### config.mk
export PLATFORM = sky130hd
export DESIGN_NAME = cp0_timer_unit
export DESIGN_NICKNAME = d
export VERILOG_FILES = /design/src/rtl/cp0_pkg.sv /design/src/rtl/cp0_count_timer.sv /design/src/rtl/cp0_timer_unit.sv
export SDC_FILE = /design/constraint.sdc
export NUM_CORES = 1
export LEC_CHECK = 0
export CELL_PAD_IN_SITES_DETAIL_PLACEMENT = 0
export CELL_PAD_IN_SITES_GLOBAL_PLACEMENT = 2
export CORE_ASPECT_RATIO = 1.5
export CORE_UTILIZATION = 29
export CTS_CLUSTER_SIZE = 16
export DETAILED_ROUTE_END_ITERATION = 8
export GPL_TIMING_DRIVEN = 0
export PLACE_DENSITY = 0.85
export SYNTH_ARGS = -nofsm -noshare
export SYNTH_HDL_FRONTEND = slang
export SYNTH_SLANG_ARGS = --single-unit
### constraint.sdc
create_clock -name clk -period 2.5 [get_ports clk]
set_input_delay 0.25 -clock clk [delete_from_list [all_inputs] [get_ports clk]]
set_output_delay 0.25 -clock clk [all_outputs]
set_load 0.01 [all_outputs]
### src/rtl/cp0_pkg.sv
// Shared CP0 definitions: register numbers, SR/Cause field positions and
// exception codes. Imported by cp0_count_timer and cp0_timer_unit.
package cp0_pkg;

   // CP0 register numbers (mfc0/mtc0 addr field)
   localparam logic [4:0] ADDR_BADVADDR = 5'd8;
   localparam logic [4:0] ADDR_COUNT    = 5'd9;
   localparam logic [4:0] ADDR_COMPARE  = 5'd11;
   localparam logic [4:0] ADDR_SR       = 5'd12;
   localparam logic [4:0] ADDR_CAUSE    = 5'd13;
   localparam logic [4:0] ADDR_EPC      = 5'd14;
   localparam logic [4:0] ADDR_PRID     = 5'd15;

   // SR field positions
   localparam int SR_IE    = 0;
   localparam int SR_EXL   = 1;
   localparam int SR_IM_LO = 10;
   localparam int SR_IM_HI = 15;

   // Cause field positions
   localparam int CAUSE_EXC_LO = 2;
   localparam int CAUSE_EXC_HI = 6;
   localparam int CAUSE_IP_LO  = 10;
   localparam int CAUSE_IP_HI  = 15;
   localparam int CAUSE_TI     = 30;
   localparam int CAUSE_BD     = 31;

   // Exception codes
   localparam logic [4:0] EXC_INT  = 5'd0;
   localparam logic [4:0] EXC_ADEL = 5'd4;
   localparam logic [4:0] EXC_ADES = 5'd5;
   localparam logic [4:0] EXC_RI   = 5'd10;
   localparam logic [4:0] EXC_OV   = 5'd12;

   // Address-error exceptions are the only ones that capture BadVAddr.
   function automatic logic is_addr_exc(input logic [4:0] code);
      return (code == EXC_ADEL) || (code == EXC_ADES);
   endfunction

endpackage

### src/rtl/cp0_count_timer.sv
// Count/Compare timer for CP0.
//   clk, reset       : clock, asynchronous active-low reset
//   count_we         : load Count from wdata (also restarts the prescaler)
//   compare_we       : load Compare from wdata (also clears TI)
//   wdata            : write data
//   count_rd         : current Count
//   compare_rd       : current Compare
//   ti               : sticky timer-interrupt pending bit
module cp0_count_timer #(
   parameter int COUNT_DIV = 2
) (
   input  logic        clk,
   input  logic        reset,
   input  logic        count_we,
   input  logic        compare_we,
   input  logic [31:0] wdata,
   output logic [31:0] count_rd,
   output logic [31:0] compare_rd,
   output logic        ti
);
   import cp0_pkg::*;

   localparam int PW = (COUNT_DIV > 1) ? $clog2(COUNT_DIV) : 1;
   localparam logic [PW-1:0] PRE_MAX = PW'(COUNT_DIV - 1);

   logic [PW-1:0] pre_q, pre_d;
   logic [31:0]   count_q, count_d;
   logic [31:0]   compare_q, compare_d;
   logic          ti_q, ti_d;
   logic          inc_tick;
   logic [31:0]   count_inc;

   assign inc_tick  = (pre_q == PRE_MAX);
   assign count_inc = count_q + 32'd1;

   always_comb begin
      pre_d     = pre_q;
      count_d   = count_q;
      compare_d = compare_q;
      ti_d      = ti_q;
      if (count_we) begin
         // A Count load restarts the prescaler and masks this cycle's increment/match.
         count_d = wdata;
         pre_d   = '0;
      end else if (inc_tick) begin
         pre_d   = '0;
         count_d = count_inc;
         if (count_inc == compare_q) begin
            ti_d = 1'b1;
         end
      end else begin
         pre_d = pre_q + PW'(1);
      end
      // Compare write acknowledges the timer and overrides a simultaneous match.
      if (compare_we) begin
         compare_d = wdata;
         ti_d      = 1'b0;
      end
   end

   always_ff @(posedge clk or negedge reset) begin
      if (!reset) begin
         pre_q     <= '0;
         count_q   <= '0;
         compare_q <= '0;
         ti_q      <= 1'b0;
      end else begin
         pre_q     <= pre_d;
         count_q   <= count_d;
         compare_q <= compare_d;
         ti_q      <= ti_d;
      end
   end

   assign count_rd   = count_q;
   assign compare_rd = compare_q;
   assign ti         = ti_q;

endmodule

### src/rtl/cp0_timer_unit.sv
// Coprocessor 0 with Count/Compare timer and exception/interrupt arbitration.
//   clk, reset      : clock, asynchronous active-low reset
//   we/addr/din     : mtc0 write port; addr also selects the mfc0 read (dout)
//   pc, exc_code_in, bd_in, bad_vaddr_in : committing instruction's exception info
//   hw_int          : level-sensitive external interrupts (IP[NUM_HWINT+9:10])
//   exl_clr         : eret commit, clears EXL
//   req             : take exception/interrupt this cycle
//   epc             : current EPC
//   dout            : mfc0 read data
//   timer_pending   : Cause.TI
module cp0_timer_unit #(
   parameter int          NUM_HWINT = 6,
   parameter int          TIMER_IRQ = 5,
   parameter int          COUNT_DIV = 2,
   parameter logic [31:0] PRID_VAL  = 32'h0000_7001
) (
   input  logic                 clk,
   input  logic                 reset,
   input  logic                 we,
   input  logic [4:0]           addr,
   input  logic [31:0]          din,
   input  logic [31:0]          pc,
   input  logic [4:0]           exc_code_in,
   input  logic                 bd_in,
   input  logic [31:0]          bad_vaddr_in,
   input  logic [NUM_HWINT-1:0] hw_int,
   input  logic                 exl_clr,
   output logic                 req,
   output logic [31:0]          epc,
   output logic [31:0]          dout,
   output logic                 timer_pending
);
   import cp0_pkg::*;

   logic [31:0] badvaddr_q, badvaddr_d;
   logic [31:0] epc_q, epc_d;
   logic [5:0]  im_q, im_d;
   logic        exl_q, exl_d;
   logic        ie_q, ie_d;
   logic        bd_q, bd_d;
   logic [4:0]  exc_q, exc_d;
   logic [5:0]  ip_q, ip_d;

   logic [31:0] count_rd, compare_rd;
   logic        ti;
   logic [5:0]  pend;
   logic        int_req, exc_req;
   logic [31:0] sr_rd, cause_rd;

   cp0_count_timer #(
      .COUNT_DIV (COUNT_DIV)
   ) u_timer (
      .clk        (clk),
      .reset      (reset),
      .count_we   (we && (addr == ADDR_COUNT)),
      .compare_we (we && (addr == ADDR_COMPARE)),
      .wdata      (din),
      .count_rd   (count_rd),
      .compare_rd (compare_rd),
      .ti         (ti)
   );

   // Pending vector: HW lines zero-extended to six bits, timer ORed onto its slot.
   genvar gi;
   generate
      for (gi = 0; gi < 6; gi++) begin : g_pend
         logic hw_bit;
         if (gi < NUM_HWINT) begin : g_hw
            assign hw_bit = hw_int[gi];
         end else begin : g_nohw
            assign hw_bit = 1'b0;
         end
         assign pend[gi] = hw_bit | (ti && (gi == TIMER_IRQ));
      end
   endgenerate

   assign int_req = (|(pend & im_q)) && ie_q && !exl_q;
   assign exc_req = (exc_code_in != EXC_INT) && !exl_q;
   assign req     = int_req || exc_req;

   // Priority: exception/interrupt entry, then mtc0, then eret.
   always_comb begin
      badvaddr_d = badvaddr_q;
      epc_d      = epc_q;
      im_d       = im_q;
      exl_d      = exl_q;
      ie_d       = ie_q;
      bd_d       = bd_q;
      exc_d      = exc_q;
      ip_d       = pend;
      if (req) begin
         exc_d = int_req ? EXC_INT : exc_code_in;
         exl_d = 1'b1;
         bd_d  = bd_in;
         epc_d = bd_in ? (pc - 32'd4) : pc;
         if (!int_req && is_addr_exc(exc_code_in)) begin
            badvaddr_d = bad_vaddr_in;
         end
      end else if (we) begin
         if (addr == ADDR_SR) begin
            im_d  = din[SR_IM_HI:SR_IM_LO];
            exl_d = din[SR_EXL];
            ie_d  = din[SR_IE];
         end
         if (addr == ADDR_EPC) begin
            epc_d = {din[31:2], 2'b00};
         end
      end else if (exl_clr) begin
         exl_d = 1'b0;
      end
   end

   always_ff @(posedge clk or negedge reset) begin
      if (!reset) begin
         badvaddr_q <= '0;
         epc_q      <= '0;
         im_q       <= '0;
         exl_q      <= 1'b0;
         ie_q       <= 1'b0;
         bd_q       <= 1'b0;
         exc_q      <= '0;
         ip_q       <= '0;
      end else begin
         badvaddr_q <= badvaddr_d;
         epc_q      <= epc_d;
         im_q       <= im_d;
         exl_q      <= exl_d;
         ie_q       <= ie_d;
         bd_q       <= bd_d;
         exc_q      <= exc_d;
         ip_q       <= ip_d;
      end
   end

   always_comb begin
      sr_rd                              = '0;
      sr_rd[SR_IM_HI:SR_IM_LO]           = im_q;
      sr_rd[SR_EXL]                      = exl_q;
      sr_rd[SR_IE]                       = ie_q;
      cause_rd                           = '0;
      cause_rd[CAUSE_BD]                 = bd_q;
      cause_rd[CAUSE_TI]                 = ti;
      cause_rd[CAUSE_IP_HI:CAUSE_IP_LO]  = ip_q;
      cause_rd[CAUSE_EXC_HI:CAUSE_EXC_LO] = exc_q;
   end

   always_comb begin
      case (addr)
         ADDR_BADVADDR: dout = badvaddr_q;
         ADDR_COUNT:    dout = count_rd;
         ADDR_COMPARE:  dout = compare_rd;
         ADDR_SR:       dout = sr_rd;
         ADDR_CAUSE:    dout = cause_rd;
         ADDR_EPC:      dout = epc_q;
         ADDR_PRID:     dout = PRID_VAL;
         default:       dout = '0;
      endcase
   end

   assign epc           = epc_q;
   assign timer_pending = ti;

endmodule

; ---- Word-level counts from Yosys, hierarchy flattened
; Index checks and enable logic that the tools add are counted.
[classes]
addsub = 3
n_mul = 0
n_div = 0
n_lt_le_gt_ge = 0
eq_ne = 12
shifts = 0
n_mux = 18
bitwise = 3
reduce_logical = 23
[op_table]
columns = cell, n
row1 = $pmux W32 S7, 1
row2 = $mux W32, 6
row3 = $eq A5 B4 Y1 const B, 7
row4 = $add A32 B1 Y32 const B, 1
row5 = $eq A32 B32 Y1, 1
row6 = $sub A32 B3 Y32 const B, 1
row7 = $eq A5 B3 Y1 const B, 2
row8 = $mux W1, 10
row9 = $reduce_bool A2 Y1, 5
row10 = $and A6 B6 Y6, 1
row11 = $logic_and A1 B1 Y1, 6
row12 = $reduce_and A2 Y1, 3
row13 = $reduce_and A3 Y1, 2
row14 = $reduce_or A6 Y1, 1
row15 = $mux W5, 1
row16 = $reduce_bool A5 Y1, 1
row17 = $ne A3 B1 Y1 const B, 1
row18 = $reduce_bool A3 Y1, 1
row19 = $logic_not A1 Y1, 2
row20 = $logic_or A1 B1 Y1, 2
row21 = $ne A2 B2 Y1 const B, 1
row22 = $add A1 B1 Y1 const B, 1
row23 = $not A1 Y1, 1
row24 = $or A1 B1 Y1, 1
[totals]
ff_bits = 150
latch_bits = 0
ram_bits = 0
rom_bits = 0
in_bits = 117
out_inout_bits = 66
mem_count = 0

; ---- Depth between registers and ports, before layout
; Gate-level depths: netlist (run 1).
[depth]
depth_word = 8
ltp_mapped = 9
depth_no_buf = 9

; ---- Modules after synthesis
; Synthesis (run 1) repeated with hierarchy kept, for this count alone.
[hier_totals]
cells_unflattened = 924
hier_area_um2 = 9088.7
[modules_own_cells]
columns = module, n_inst, cells_per_inst, area_per_inst_um2, seq_area_each_um2
row1 = cp0_timer_unit, 1, 493, 4976.0, 2102.0
row2 = cp0_count_timer, 1, 431, 4112.7, 1651.6

; ---- Worst setup path after synthesis (run 1)
; Ideal clock, no wire load.
[synth_path]
path_type = register -> register
from = register u_timer.count_q[17] (netlist: u_timer.count_rd[17])
to = register u_timer.ti_q (netlist: u_timer.ti)
setup_time_ns = 0.095
t_arrival_ns = 2.311
slack_ns = 0.094
stages_incl_launch_ff = 9
synth_period_minus_slack_ns = 2.406
path_cell_list = dfrtp_1 clkbuf_1 nand4_1 or4_1 nor4_1 xnor2_1 o2111a_1 nand4_1 o31ai_1
[synth_between]
elab_chain_len = 4
[synth_lines]
columns = element, line_no
row1 = "start, declared", cp0_count_timer.sv:27  ; logic [31:0] count_q, count_d;
row2 = "start signal, assigned", cp0_count_timer.sv:69  ; count_q <= count_d;
row3 = $add A32 B1 Y32, cp0_count_timer.sv:34  ; assign count_inc = count_q + 32'd1;
row4 = $eq A32 B32 Y1, cp0_count_timer.sv:48  ; if (count_inc == compare_q) begin
row5 = $reduce_bool A2 Y1 (no line), --
row6 = $reduce_and A3 Y1 (no line), --
row7 = "end signal, assigned", cp0_count_timer.sv:71  ; ti_q <= ti_d;
row8 = "end, declared", cp0_count_timer.sv:29  ; logic ti_q, ti_d;
; Every way passes these cells.
; A chain may end at the register's enable or synchronous reset.

; ---- Worst setup path in the final report (run 1)
[layout_path]
from = register u_timer.count_q[11] (netlist: u_timer.count_rd[11])
to = register u_timer.ti_q (netlist: u_timer.ti)
; The elaborated chain is that of the path after synthesis.

==> metrics.yaml, run 1 <==
status: "completed"
post_route_cells_drive_above_1_share_pct: 20.9
start_util_pct: 29.3
place_congestion: 0.886
drc_errors: 0
required_ns: 2.86
numCtsBuffers: 17
maxCapViolCount: 0
wl_per_cell_um: 22.4
dp_cells: 1532
syn-instance-count: 951
setup_violations: 0
die_h_um: 216
drt-total-wl_mm: 35.3
final_cell_area_sq_mm: 0.0123
grt_pass1_vias: 8298
slew_headroom_pct: 47.4
slew_violations: 0
synth_cell_type_count: 49
path_clk_slew_ns: 0.06
num_rows: 78
area_growth_pct: 39.0
core-area_sq_mm: 0.0302
cp_slowest_cell: "or4_4"
grt_overflow: 0
grt_pass1_wl_mm: 52.6
syn_nets: 1070
portBuffers: 180
die-area_sq_mm: 0.0312
cp.arrival_ns: 2.83
final_cell_count_no_fill: 1575
track_usage_pct: 23.5
synth_area_per_cell_sq_um: 9.30
route.antenna.remaining_nets: 0
cts_sinks: 150
met3_usage_pct: 2.53
leakagePower_nw: 5.11
finalSetupTns_ns: 0
worstPathMaxFanout: 7
drtPass1Iterations: 5
post-route-period-util_pct: 98.9
crit_type: "reg -> reg"
synth_ff_type: "dfrtp_1"
netlist_area_sq_mm: 0.00884
io_pins: 183
pwr_density_cell_mw_per_mm2: 903
met2_usage_pct: 41.0
worst_slew_pin_slew_ns: 0.789
slowest_delay_ns: 0.47
worstSetupStartpointType: "flip-flop"
grt.busiest_layer: "met2"
clk_latency_ns: 0.46
die_w_um: 145
finClkSkew_ns: 0.0158
ys.warnings.count: 0
first_iter_violations: 655
cts_root_buf: "clkbuf_16"
cts_tree: "done"
grt_antenna_before_repair: 1
max_freq_ghz: 0.404
end_kind: "flip-flop"
vias: 8218
ys_seq_elements: 150
peakVddDrop_mv: 0.496
grt_start_max_net_pins: 116
synth-async-reset-ratio_pct: 100
hpwl_mm: 27.6
grt_use_met1_pct: 27.5
yosysSeqAreaShare_pct: 42.4
fin_util_pct: 40.8
power_mw: 11.1
hp-class: "in -> reg"
worstPathCellList: "buf_4 > nand4_1 > buf_4 > or4_4 > nor4_4 > xnor2_2 > o2111a_1 > nand4_1 > o31ai_2"
clock_path_buffers: 2
placed_area_sq_mm: 0.0112
finalCriticalPeriod_ns: 2.47
vias_per_cell: 5.22
cts_max_level: 4
synth_edf_count: 0
hold_viol_final: 0
rsz0062_at_grt: "yes"
nNetsFinal: 1280
per-stage QoR:
| stage | hold slack (ns) | worst slack, ns |
|---|---|---|
| after global placement | 0.472 | -5.27 |
| after detailed placement | 0.144 | -1.59 |
| after floorplan | -0.0456 | 0.0936 |
| after global routing | 0.219 | -0.0704 |
| after CTS | 0.251 | -0.0406 |
| final | 0.198 | 0.0272 |
registers in the layout, summed over array words and instances (netlist names):
register and flops:
epc 32, u_timer.inc_tick 1, u_timer.ti 1, im_q 6
exc_q 5, ie_q 1, exl_q 1, u_timer.count_rd 32
badvaddr_q 32, ip_q 6, u_timer.compare_rd 32, bd_q 1
cell usage in the layout, fill, tap and decap left out, types with 17 or more instances in the layout:
cell type        netlist  final
clkbuf_16              0     17
dlygate4sd2_1          0     19
xnor2_1               51     50
a21oi_1               50     49
nor2_1                98     93
nand2_1              139    137
buf_4                  0     21
a22oi_1               33     32
o21ai_0               26     24
clkdlybuf4s50_1        0    137
dfrtp_1              150    142
a31oi_1               21     21
clkbuf_1              50     22
mux2_2                86     86
nand4_1               25     25
xor2_1                60     59
metal layers:
layer / vias to the layer above / wire, um
met1: 4088 / 13500
met5: - / 0
met3: 81 / 1360
met2: 278 / 18700
met4: 0 / 1710
li1: 3771 / -
final cells by class:
cell class / count / area (sq um)
fill: 3047 / 17900
multi-input combinational: 728 / 5100
sequential: 150 / 3760
timing repair buffer: 204 / 1970
tap: 400 / 500
clock buffer: 17 / 425
buffer: 54 / 308
clock inverter: 15 / 200
inverter: 6 / 26.3
antenna: 1 / 2.50
repair_timing:
action | 4_1_cts | 5_1_grt
setup buffers | 18 | 3
gates resized for setup | 167 | 34
setup endpoints to repair | 168 | 39
pin swaps | 23 | 16
hold endpoints to repair | 35 | 0
cloned | 0 | 1
hold buffers | 1 | 0
cell families (layout without fill, tap and decap cells):
| logic type | after synthesis | count (layout) | synth area share, % |
|---|---|---|---|
| AOI/OAI and AO/OA | 159 | 159 | 11.7 |
| xor gates and xnor gates | 111 | 111 | 11.0 |
| adders and majority gates | 2 | 2 | 0.283 |
| buffers and inverters | 73 | 296 | 3.21 |
| DFF | 150 | 150 | 42.4 |
| muxes | 92 | 92 | 11.6 |
| other | 0 | 1 | 0 |
| and+or+nand+nor | 364 | 364 | 19.7 |
path summary, 6_finish.rpt:
check                           slack, ns                     end  cells past startpoint                 start
worst max-delay path                 0.03              u_timer.ti                      9  u_timer.count_rd[11]
worst min-delay path                 0.20                 epc[11]                      4                pc[11]
worst max register to register       0.03              u_timer.ti                      9  u_timer.count_rd[11]
worst min register to register       0.48                    bd_q                      2                  bd_q
max in group asynchronous            1.30    u_timer.count_rd[17]                      3                 reset
min in group asynchronous            0.25  u_timer.compare_rd[28]                      2                 reset
power by group:
group / internal (mW) / leakage [nW] / total [mW] / switching (mW)
clock network: 1.67 / 0.308 / 2.81 / 1.13
registers: 3.30 / 1.81 / 4.19 / 0.892
logic: 2.03 / 3.00 / 4.11 / 2.08
cells in the mapped netlist (all sizes together) (4+ instances only):
cell	number	area [sq um]
dfrtp	150	3750
nand2	139	522
nor2	98	368
mux2	86	968
xor2	60	526
a21oi	51	259
xnor2	51	447
clkbuf	50	188
a22oi	33	248
o21ai	26	130
nand4	25	156
a31oi	22	144
nand3	19	95.1
and3	17	106
buf	17	73.8
a222oi	16	160
nor4	12	115
nor3	10	50.1
nand2b	8	50.1
or4	7	63.8
inv	6	22.5
mux2i	6	60.1
and2	5	31.3
nand3b	4	30.0
worst max-delay path: cells and delay by family (launching register included):
family	cells	cell delay (ns)
AO/OA/AOI/OAI	2	0.42
XOR/XNOR	1	0.18
buffers and inverters	2	0.33
flip-flops	1	0.33
AND/OR/NAND/NOR	4	1.12
No activity file was read; power rests on OpenSTA's default activity.
==> inputs of run 2 (changes only) <==
Settings changed: ABC_AREA from default to 0.
==> results of run 2 <==
The final DEF is identical to that of run 1; final timing and power are the same.
==> inputs of run 3 (changes only) <==
Settings changed: GPL_TIMING_DRIVEN 0 to 1, PLACE_DENSITY 0.85 to 0.83, RECOVER_POWER from default to 100, SYNTH_HIERARCHICAL from default to 1.
==> run 3 against run 2 <==
Against the previous run: the run now ends with max-capacitance violations, max-slew violations, negative setup slack left; sequential cell count unchanged; setup slack worse by 0.11 ns; register-to-register slack worse by 0.11 ns; routed wire length up 2.1%; synthesized cell count down 2.8%; critical endpoint is now u_timer/ti.
==> metrics.yaml, run 3 <==
wl_per_cell_um: 21.7  # was 22.4 um
clock_path_buffers: 2  # unchanged
leakagePower_nw: 5.65  # was 5.11 nW
place_ws_ns: -0.863  # was -1.59 ns
num_rows: 79  # was 78
peakVddDrop_mv: 0.449  # was 0.496 mV
synth.cells.most_frequent: "150 x dfrtp_1, 97 x nand2_1, 70 x mux2_2, 58 x a22oi_1, 56 x o21ai_0"  # was 150 x dfrtp_1, 139 x nand2_1, 98 x nor2_1, 86 x mux2_2, 60 x xor2_1
hold_end: "epc[0]"  # was epc[11]
clk_latency_ns: 0.44  # was 0.46 ns
pwr-share-clk_pct: 24.3  # was 25.3%
grt_pass1_wl_mm: 54.2  # was 52.6 mm
synth_most_common_cell: "dfrtp_1"  # unchanged
netlist.area_leader.share_pct: 41.3  # was 42.4%
status: "complete, but fails checks"  # was completed
drt-total-wl_mm: 36.0  # was 35.3 mm
netlist_area_sq_mm: 0.00909  # was 0.00884 sq mm
placed_area_sq_mm: 0.0124  # was 0.0112 sq mm
hp-class: "in -> reg"  # unchanged
fin_util_pct: 43.4  # was 40.8%
synth_area_per_cell_sq_um: 9.84  # was 9.30 sq um
final_cell_count_no_fill: 1661  # was 1575
yosysTopAreaCell: "dfrtp_1"  # unchanged
core-area_sq_mm: 0.0309  # was 0.0302 sq mm
violations: "max-capacitance violations, max-slew violations, negative setup slack"
synth_edf_count: 0  # unchanged
final_cell_mix: "149 x dfrtp_1, 136 x buf_4, 105 x clkdlybuf4s50_1"  # was 142 x dfrtp_1, 137 x nand2_1, 137 x clkdlybuf4s50_1
setup_violations: 31  # was 0
route.antenna.remaining_nets: 0  # unchanged
place_congestion: 0.893  # was 0.886
worst_slew_pin_slew_ns: 1.77  # was 0.789 ns
path_clk_slew_ns: 0.07  # was 0.06 ns
fin_ws_ns: -0.0812  # was 0.0272 ns
multi_input_area_sq_mm: 0.00519  # was 0.00510 sq mm
synth-async-reset-ratio_pct: 100  # unchanged
worstPathMaxFanout: 3  # was 7
ys_seq_elements: 150  # unchanged
io_pins: 183  # unchanged
holdPathStages: 3  # was 4
grt_pass1_vias: 8981  # was 8298
syn-instance-count: 924  # was 951
hold_viol_final: 0  # unchanged
die_w_um: 147  # was 145 um
reg2reg_to: "u_timer/ti"  # was u_timer.ti
synth_cell_type_count: 69  # was 49
layout_commonest_cell: "dfrtp_1"  # unchanged
min-delay-start: "pc[0]"  # was pc[11]
post_route_cells_drive_above_1_share_pct: 25.9  # was 20.9%
finalCriticalPeriod_ns: 2.58  # was 2.47 ns
n_fill_cell: 2997  # was 3047
end_kind: "flip-flop"  # unchanged
cts_tree: "done"  # unchanged
first_iter_violations: 555  # was 655
pwr-share-seq_pct: 36.4  # was 37.8%
p_int_mw: 7.23  # was 7.00 mW
grt_start_max_net_pins: 66  # was 116
power.switching_mw: 4.11  # was 4.10 mW
ys.warnings.count: 6  # was 0
portBuffers: 182  # was 180
cp.arrival_ns: 2.92  # was 2.83 ns
cts_max_level: 4  # unchanged
rsz0062_at_grt: "yes"  # unchanged
netlist_top_cells_area: "dfrtp_1 41%, mux2_2 8.7%, xnor2_1 5.0%, a22oi_1 4.8%, nand2_1 4.0%"  # was dfrtp_1 42%, mux2_2 11%, xor2_1 5.9%, nand2_1 5.9%, xnor2_1 5.1%
cts_sinks: 150  # unchanged
post-route-period-util_pct: 103  # was 98.9%
die_h_um: 219  # was 216 um
crit_type: "reg -> reg"  # unchanged
start_util_pct: 29.4  # was 29.3%
maxCapViolCount: 1  # was 0
rr_worst_depth: 9  # unchanged
worstReg2RegStart: "u_timer/count_rd[1]"  # was u_timer.count_rd[11]
final_cell_area_sq_mm: 0.0134  # was 0.0123 sq mm
slew_violations: 65  # was 0
slew_headroom_pct: -18.1  # was 47.4%
vias_per_cell: 5.27  # was 5.22
pwr_density_cell_mw_per_mm2: 844  # was 903 mW/mm^2
p_sw_share_pct: 36.3  # was 36.9%
numCtsBuffers: 17  # unchanged
die-area_sq_mm: 0.0321  # was 0.0312 sq mm
drc_errors: 0  # unchanged
track_usage_pct: 22.9  # was 23.5%
worstSetupStartpointType: "flip-flop"  # unchanged
dp_cells: 1594  # was 1532
nNetsFinal: 1362  # was 1280
area_growth_pct: 47.9  # was 39.0%
drtPass1Iterations: 6  # was 5
cts_root_buf: "clkbuf_16"  # unchanged
finClkSkew_ns: 0.0138  # was 0.0158 ns
seqCellArea_sq_mm: 0.00375  # was 0.00376 sq mm
grt_antenna_before_repair: 1  # unchanged
hpwl_mm: 27.4  # was 27.6 mm
pwr-share-comb_pct: 39.2  # was 37.0%
vias: 8746  # was 8218
r2r_slack_ns: -0.08  # was 0.03 ns
max_freq_ghz: 0.387  # was 0.404 GHz
required_ns: 2.83  # was 2.86 ns
yosysSeqAreaShare_pct: 41.3  # was 42.4%
grt_overflow: 0  # unchanged
syn_nets: 1043  # was 1070
synth_ff_type: "dfrtp_1"  # unchanged
[run 3: changes by cell type after synthesis, sizes merged, moves of 16 or more]
cell | previous run | this run
a22oi | 33 | 58
nand2 | 139 | 98
o21ai | 26 | 56
xor2 | 60 | 39
mux2i | 6 | 34
nor2 | 98 | 34
inv | 6 | 24
mux2 | 86 | 70
a21oi | 51 | 7
[run 3: worst max-delay path, cell delays in order, from the launching register on]
cell	delay, ns
dfrtp_1	0.38
buf_4	0.14
ha_4	0.16
nand4_4	0.13
nor4_4	0.28
xnor2_2	0.13
a2111oi_4	0.31
nand4_1	0.17
or4b_4	0.56
o41ai_4	0.23
[run 3: cells by family after synthesis]
family | Yosys count | synth area share (%)
AOI/OAI and AO/OA | 216 | 16.8
xor gates and xnor gates | 91 | 8.77
adders and majority gates | 2 | 0.275
buffers and inverters | 84 | 3.70
DFF | 150 | 41.3
muxes | 104 | 12.4
and+or+nand+nor | 277 | 16.7
[run 3: final cells by class]
| type | instances | area share (%) |
|---|---|---|
| Multi-Input combinational cell | 690 | 38.6 |
| Tap cell | 405 | 3.77 |
| Clock inverter | 11 | 1.30 |
| Clock buffer | 20 | 3.25 |
| Antenna cell | 1 | 0.0186 |
| Timing Repair Buffer | 360 | 24.4 |
| Inverter | 24 | 0.670 |
| Sequential cell | 150 | 27.9 |
[run 3: power by group through the flow]
stage	Combinational [mW]	Clock, mW	Sequential [mW]
6_report	4.45	2.76	4.13
2_1_floorplan	2.12	0	3.99
3_3_place_gp	4.20	0	4.19
3_5_place_dp	4.24	0	4.20
5_1_grt	4.81	2.90	4.25
4_1_cts	4.45	2.81	4.16
[run 3: how the worst max path moves through the flow]
stage | startpoint | endpoint | slack [ns]
2_1_floorplan | addr[0] | u_timer/ti | 0.03
3_3_place_gp | addr[0] | dout[30] | -0.92
3_5_place_dp | addr[0] | dout[30] | -0.86
4_1_cts | u_timer/count_rd[0] | u_timer/ti | -0.12
5_1_grt | u_timer/count_rd[1] | u_timer/ti | -0.17
6_report | u_timer/count_rd[1] | u_timer/ti | -0.08
[run 3: metal layers]
metal | routed length, um | share of wire, % | vias up | GRT usage, %
met5 | 0 | 0 | - | 0
met4 | 2170 | 6.0 | 0 | 14.8
met3 | 1520 | 4.2 | 83 | 3.51
met2 | 19000 | 53 | 304 | 41.3
met1 | 13400 | 37 | 4266 | 24.8
li1 | - | - | 4093 | -
[run 3: timing repair]
item | in CTS | in global routing
setup endpoints to repair | 67 | 26
setup buffers | 25 | 8
hold buffers | 1 | 0
pin swaps | 19 | 19
resized for setup | 84 | 21
gates cloned | 2 | 0
hold endpoints to repair | 60 | 0
[run 3: through the flow]
| stage | total power, mW | TNS, ns | hold slack (ns) |
|---|---|---|---|
| finish | 11.3 | -0.617 | 0.412 |
| global route | 12.0 | -4.00 | 0.412 |
| CTS | 11.4 | -0.116 | 0.284 |
| detailed placement | 8.44 | -56.34 | 0.314 |
| global placement | 8.39 | -58.82 | 0.318 |
| floorplan | 6.11 | 0 | -0.0456 |
